[src/rtl/debug_module.sv]
// Observational checker: compares the accumulator against a per-PC expected table and counts failures.
// Define DEBUG_MODULE_DISPLAY_EN to print each failed compare and an end-of-simulation summary.
module debug_module #(
  parameter int INS_ADDR_WIDTH = 6,
  parameter int MEM_WIDTH      = 8,
  parameter int MEM_LEN        = 64
) (
  input  logic                      clk,
  input  logic                      nReset,
  input  logic [INS_ADDR_WIDTH-1:0] addr,
  input  logic [MEM_WIDTH-1:0]      accuValue,
  input  logic                      chk_en,
  input  logic                      exp_we,
  input  logic [INS_ADDR_WIDTH-1:0] exp_addr,
  input  logic [MEM_WIDTH-1:0]      exp_data,
  input  logic                      exp_clr,
  output logic                      mismatch,
  output logic [15:0]               err_count,
  output logic [15:0]               chk_count,
  output logic [INS_ADDR_WIDTH-1:0] first_err_addr,
  output logic [MEM_WIDTH-1:0]      first_err_data,
  output logic                      fail
);

  logic [MEM_WIDTH-1:0] exp_mem [MEM_LEN];
  logic [MEM_LEN-1:0]   exp_valid;

  logic addr_ok;
  logic wr_ok;
  logic chk_hit;
  logic chk_fail;

  assign addr_ok  = 32'(addr) < 32'(MEM_LEN);
  assign wr_ok    = 32'(exp_addr) < 32'(MEM_LEN);
  assign chk_hit  = chk_en && addr_ok && exp_valid[addr];
  assign chk_fail = chk_hit && (accuValue != exp_mem[addr]);

  // NOTE: the data array has no reset; only the valid bits need a defined state,
  // which keeps the array mappable onto plain RAM.
  always_ff @(posedge clk) begin
    if (exp_we && wr_ok) exp_mem[exp_addr] <= exp_data;
  end

  // NOTE: non-blocking updates mean a same-cycle write is invisible to this
  // cycle's compare, which therefore sees the old data and old valid bit.
  always_ff @(posedge clk or negedge nReset) begin
    if (!nReset) begin
      exp_valid      <= '0;
      mismatch       <= 1'b0;
      err_count      <= '0;
      chk_count      <= '0;
      first_err_addr <= '0;
      first_err_data <= '0;
      fail           <= 1'b0;
    end else begin
      if (exp_clr) exp_valid <= '0;
      // Placed after the clear so a simultaneous write keeps its entry valid.
      if (exp_we && wr_ok) exp_valid[exp_addr] <= 1'b1;

      mismatch <= chk_fail;
      if (chk_hit && chk_count != 16'hFFFF) chk_count <= chk_count + 16'd1;
      if (chk_fail && err_count != 16'hFFFF) err_count <= err_count + 16'd1;
      if (chk_fail && !fail) begin
        first_err_addr <= addr;
        first_err_data <= accuValue;
        fail           <= 1'b1;
      end
    end
  end

`ifdef DEBUG_MODULE_DISPLAY_EN
  always @(posedge clk) begin
    if (nReset && chk_fail)
      $display("%0t debug_module: compare failed addr=%0d expected=%0d accu=%0d",
               $time, addr, exp_mem[addr], accuValue);
  end

  final $display("debug_module summary: chk_count=%0d err_count=%0d", chk_count, err_count);
`endif

endmodule

[config.mk]
export PLATFORM = sky130hd
export DESIGN_NAME = debug_module
export DESIGN_NICKNAME = d
export VERILOG_FILES = /design/src/rtl/debug_module.sv
export SDC_FILE = /design/constraint.sdc
export NUM_CORES = 1
export LEC_CHECK = 0
export CORE_ASPECT_RATIO = 0.75
export CORE_MARGIN = 2
export CORE_UTILIZATION = 25
export CTS_CLUSTER_DIAMETER = 60
export DETAILED_ROUTE_END_ITERATION = 8
export PLACE_DENSITY_LB_ADDON = 0.08
export SYNTH_ARGS = -nofsm -noshare
export SYNTH_HDL_FRONTEND = slang
export SYNTH_SLANG_ARGS = --single-unit
[constraint.sdc]
create_clock -name clk -period 4.6 [get_ports clk]
set_clock_uncertainty 0.05 [all_clocks]
set_input_delay 0.69 -clock clk [delete_from_list [all_inputs] [get_ports clk]]
set_output_delay 0.69 -clock clk [all_outputs]
set_load 0.02 [all_outputs]
==> metrics, run 1 <==
CTS tree built; clock tree buffer depth 3; logic gate share of total power 0.088; run status finished, final reports clean; pin count of the biggest net entering global routing 65; die width 372 um; f_max 251 MHz; sequential area share after synthesis 0.716; critical path capture point type flop; most common cell in the netlist edfxtp_1; via count 13800; Wirelength per Cell 26.0 um; initial DRC count 1136; crit path DAT about 4.5 ns; maximum vdd drop 0.289 mV; post-synth cell types 60; Tmin final 3.99 ns; Setup Fix Bufs, Post-CTS 0; GRT Overall Usage 0.154; total wire length approximately 79 mm; asr flop ratio synth 0.179; Setup-failing EPs final 0; net count after synthesis 1453; CP Class in2reg; Layout Nets between 1500 and 2000; Synth Instances 1418; Die Y 280 um; worst min path class in2async; Starting Density 0.251; HPWL Detailed 53.1 mm; Fin. Hold Viols 0; vias in the first global route 14300; DRT antenna net count 0; EDFF count, synth 512; DRC Markers 0; Worst Setup SP addr[5]; Pint 10.0 mW; Worst Path Required around 5.1 ns; I/O pins 81; cell taking the most area after synthesis edfxtp_1; area share of the largest cell type after synthesis 0.606; Root Driver clkbuf_16; ratio of cells with drive above 1 in the final layout 0.264; placed insts 2899; initial antenna violation count 3; Synth top cells by count edfxtp_1 (512), mux4_2 (128), dfrtp_1 (112); P_leak around 10 nW; row cnt about 100; Pwr Density 425 nW/um^2; Post-Layout Cell Count 3030; hold_ws between 0.05 and 0.06 ns; DR pass1 iterations 5; Critical Path Start Type input pin; core area slightly above 100000 sq um; fillers 9907; area grow syn2layout 21.9%; Reg power frac 0.483; Yosys reg bits 624; cts repair resizes 0; H-Tree Level Count 3; Num CTS Buffers 71; TritonCTS Sinks roughly 620; Sw Ratio 0.238; worst skew pair latency around 0.64 ns; Max-cap violations 0; sw power 3.13 mW; synth top area cells edfxtp_1 (61%), mux4_2 (11%), dfrtp_1 (11%); I/O Buffers 80; grt ovf 0; RSZ-0062 raised after global routing no; max-slew violation count 0; first-pass GRT wire length approximately 110 mm; main flop type after synthesis edfxtp_1; Clock Pin Slew Worst Setup and Hold Paths 0.06 ns; GP Congestion 0.761; RR Startpoint exp_mem[19][5]; Crit Path Max Fanout 14; Synth Area per Inst 17.9 sq um; die area 104000 sq um; Rel. slew slack 0.224; period utilization 0.867; synthesized area 25400 sq um; total number of yosys warnings 0; worst-margin pin slew 1.16 ns; Post-CTS Hold Buffers 0; Clk pwr share 0.430; DR vias/cell 4.57
## per-layer routing
| metal | track usage | wire, um | vias up |
|---|---|---|---|
| met5 | 0 | 7 | - |
| met3 | 0.0353 | 4410 | 84 |
| met4 | 0.0291 | 1140 | 2 |
| li1 | - | - | 6082 |
| met1 | 0.243 | 40800 | 7369 |
| met2 | 0.212 | 32400 | 305 |
## flip-flops by register name, summed over array words and instances, names as in the netlist
signal / cells
mismatch: 1
first_err_addr: 6
fail: 1
exp_mem: 512
first_err_data: 8
chk_count: 16
err_count: 16
exp_valid: 64
## power groups by stage
stage / clock [mW] / sequential [mW] / combinational (mW)
floorplan: 0 / 6.54 / 0.476
global placement: 0 / 6.46 / 1.17
detailed placement: 0 / 6.46 / 1.18
CTS: 5.84 / 6.34 / 1.18
global route: 6.06 / 6.36 / 1.24
finish: 5.64 / 6.34 / 1.15
## kinds of logic (layout without fill, tap and decap cells)
group | count (synthesis) | after routing | share of synthesized area
multiplexers | 214 | 214 | 0.151
XOR/XNOR | 43 | 43 | 0.0148
other | 0 | 2 | 0
buffers and inverters | 163 | 434 | 0.0304
AO/OA/AOI/OAI | 141 | 141 | 0.0387
flip-flops | 624 | 624 | 0.716
adder cells (fa/ha/maj) | 2 | 2 | 0.000986
AND/OR/NAND/NOR | 231 | 231 | 0.0473
## final cells by class
type | instances | area, sq um | share of cell area
Clock buffer | 92 | 1940 | 0.0626
Sequential cell | 624 | 18200 | 0.588
Multi-Input combinational cell | 631 | 6430 | 0.208
Tap cell | 1339 | 1680 | 0.0542
Inverter | 68 | 255 | 0.00825
Antenna cell | 2 | 5.00 | 0.000162
Clock inverter | 37 | 338 | 0.0109
Timing Repair Buffer | 237 | 2120 | 0.0686
## placed cells by master, fill, tap and decap left out, types with 23 or more instances in the layout
cell | netlist | layout
buf_4 | 13 | 143
clkbuf_16 | 0 | 72
clkdlybuf4s50_1 | 0 | 65
dfrtp_1 | 112 | 112
edfxtp_1 | 512 | 512
inv_1 | 67 | 67
mux2i_1 | 56 | 56
mux4_2 | 128 | 128
nand2_1 | 25 | 25
nand3_1 | 24 | 24
nor2_1 | 83 | 83
o22ai_1 | 91 | 91
xnor2_1 | 23 | 23
## through the flow
stage / util / area (sq um) / worst slack [ns] / setup TNS, ns / power, mW
after floorplan: - / 25400 / 0.586 / 0 / 7.02
after detailed placement: 0.284 / 28700 / -0.00766 / -0.0261 / 7.64
after CTS: 0.306 / 30900 / 0.689 / 0 / 13.4
final: 0.306 / 30900 / 0.612 / 0 / 13.1
after global routing: 0.306 / 30900 / 0.506 / 0 / 13.7
after global placement: 0.284 / 28700 / 0.00189 / 0 / 7.63
## path summary, 6_finish.rpt
| kind | to | slack, ns | cells past startpoint |
|---|---|---|---|
| worst max-delay path | first_err_addr[5] | 0.61 | 12 |
| worst min-delay path | chk_count[12] | 0.06 | 1 |
| min in group clk | chk_count[10] | 0.44 | 1 |
| max in group asynchronous | err_count[11] | 3.47 | 2 |
| worst min register to register | chk_count[10] | 0.44 | 1 |
| worst max register to register | first_err_addr[5] | 0.90 | 10 |
## worst max-delay path, cell delays in order
cell	delay (ns)
clkdlybuf4s50_1	0.69
buf_4	0.21
or3_1	0.12
o22ai_1	0.10
nor4_1	0.51
mux2i_4	0.16
xnor2_1	0.16
or4_4	0.56
a2111oi_4	0.51
or3_1	0.23
buf_12	0.17
mux2_2	0.34
No activity file was read; power rests on OpenSTA's default activity.
==> run 2: changes to the inputs <==
- SLEW_MARGIN: not set -> 20
==> run 2 against run 1 <==
Maximum frequency fell by 1.1%. Total power fell by 0.82%. Worst setup slack got worse by 0.044 ns. Global-route usage fell by 0.076 points. Register-to-register slack improved by 0.03 ns. Critical path type unchanged. Largest cell class unchanged. Largest power group unchanged. Highest routed layer unchanged.
==> metrics, run 2 (synthesis gave the netlist of run 1 again) <==
Starting Density 0.251 (unchanged); number of flip-flops under the largest register name 512 (unchanged); die width 372 um (unchanged); Max-cap violations 0 (unchanged); critical path capture point type flop (unchanged); Multi-input gate area 6430 sq um (about the same); CP Class in2reg (unchanged); I/O Buffers 80 (unchanged); DR vias/cell 4.59 (was 4.57); Root Driver clkbuf_16 (unchanged); setup_tns 0 ns (unchanged); Wirelength per Cell 25.9 um (was 26.0 um); total wire length 78.6 mm (was 78.7 mm); commonest non-fill, non-tap cell in the layout edfxtp_1 (unchanged); commonest cells after routing, fill and taps aside edfxtp_1 (512), buf_4 (144), mux4_2 (128) (was edfxtp_1 (512), buf_4 (143), mux4_2 (128)); worst-margin pin slew 1.07 ns (was 1.16 ns); Layout Nets 1672 (was 1668); H-Tree Level Count 3 (unchanged); Setup-failing EPs final 0 (unchanged); Clock Pin Slew Worst Setup and Hold Paths 0.06 ns (about the same); Num CTS Buffers 75 (was 71); f_max 248 MHz (was 251 MHz); initial DRC count 1184 (was 1136); worst min path class in2async (unchanged); Critical Path Slowest Stage Cell clkdlybuf4s50_1 (unchanged); dpl cell area 28700 sq um (about the same); crit-path cells clkdlybuf4s50_1, buf_4, or3_1, o22ai_1, nor4_1, mux2i_4, xnor2_1, or4_4, a2111oi_4, or3_1, buf_12, mux2_2 (unchanged); P_leak 10.5 nW (about the same); initial antenna violation count 5 (was 3); CTS tree built (unchanged); wire length on met1 40.3 mm (was 40.8 mm); Pwr Density 421 nW/um^2 (was 425 nW/um^2); row cnt 101 (unchanged); grt ovf 0 (unchanged); Post-Layout Cell Count 3033 (was 3030); Crit path largest cell delay 0.73 ns (was 0.69 ns); most frequent CP cell or3_1 (unchanged); setup ws final 0.568 ns (was 0.612 ns); Die Y 280 um (unchanged); placed insts 2899 (unchanged); via count 13900 (was 13800); vias in the first global route 14300 (about the same); clock tree buffer depth 3 (unchanged); met2 wire length 32.5 mm (was 32.4 mm); Rel. slew slack 0.281 (was 0.224); TritonCTS Sinks 624 (unchanged); first-pass GRT wire length 111 mm (was 112 mm); biggest regs exp_mem: 512 flops, exp_valid: 64 flops (unchanged); core area 101000 sq um (unchanged); GRT Overall Usage 0.153 (was 0.154); Worst Path Required 5.07 ns (was 5.06 ns); cts repair resizes 0 (unchanged); DRT antenna net count 0 (unchanged); reg-to-reg slack, setup 0.93 ns (was 0.90 ns); DRC Markers 0 (unchanged); fillers 9872 (was 9907); hold_ws 0.0568 ns (was 0.0566 ns); Tmin final 4.03 ns (was 3.99 ns); die area 104000 sq um (unchanged); max-slew violation count 0 (unchanged); Critical Path Start Type input pin (unchanged); crit path DAT 4.51 ns (was 4.45 ns); pre-CTS WS 0.00668 ns (was -0.00766 ns); Setup Fix Bufs, Post-CTS 0 (unchanged); Power Total 13.0 mW (was 13.1 mW); HPWL Detailed 53.1 mm (about the same); run status finished, final reports clean (unchanged); Largest Register exp_mem (unchanged); Post-CTS Hold Buffers 0 (unchanged); ratio of cells with drive above 1 in the final layout 0.262 (was 0.264); worst skew pair latency 0.65 ns (was 0.64 ns); pin count of the biggest net entering global routing 65 (unchanged); Fin. Hold Viols 0 (unchanged); RSZ-0062 raised after global routing no (unchanged); GP Congestion 0.761 (unchanged); top layer reached by signal wires met5 (unchanged); period utilization 0.877 (was 0.867); DR pass1 iterations 5 (unchanged); maximum vdd drop 0.264 mV (was 0.289 mV); I/O pins 81 (unchanged); area grow syn2layout 21.9% (about the same); wire length on met3 4.33 mm (was 4.41 mm); post-route cell area 30900 sq um (about the same); Crit Path Max Fanout 14 (unchanged); register area 18200 sq um (unchanged); post-layout util 0.306 (about the same)
run 2: cell types whose count changed in the layout (fill, tap and decap cells not counted), moves of 3 or more:
cell,before,now
bufinv_16,5,1
clkbuf_8,6,1
clkinv_1,12,15
clkbuf_1,14,18
clkbuf_16,72,77
clkinv_4,0,3
clkinv_2,11,8
run 2: final cells by class:
class	instances	share of cell area
timing repair buffer	237	0.0687
inverter	68	0.00825
clock inverter	36	0.00797
tap	1339	0.0542
sequential	624	0.588
multi-input combinational	631	0.208
clock buffer	96	0.0649
antenna	2	0.000162
run 2: path summary, 6_finish.rpt:
path                                 from           endpoint  depth (start not counted)
max in group asynchronous          nReset       err_count[9]                          2
min in group clk            chk_count[10]      chk_count[10]                          1
hold reg to reg             chk_count[10]      chk_count[10]                          1
setup / recovery                  addr[5]  first_err_data[7]                         12
setup reg to reg           exp_mem[22][5]  first_err_data[7]                         10
hold / removal                     nReset      chk_count[12]                          1
run 2: metal layers:
layer,up-vias,track usage
li1,6081,-
met1,7371,0.239
met2,367,0.212
met3,89,0.0332
met4,2,0.0374
met5,-,0
run 2: worst max-delay path: cells and delay by family:
family                 cells  cell delay, ns
AO/OA/AOI/OAI              2            0.61
XOR/XNOR                   1            0.16
buffers and inverters      3            1.12
multiplexers               2            0.51
AND/OR/NAND/NOR            4            1.41
run 2: power by group:
group	switching, mW	leakage [nW]	internal, mW
Sequential	0.0975	6.12	6.24
Combinational	0.653	3.25	0.499
Clock	2.38	1.10	3.15
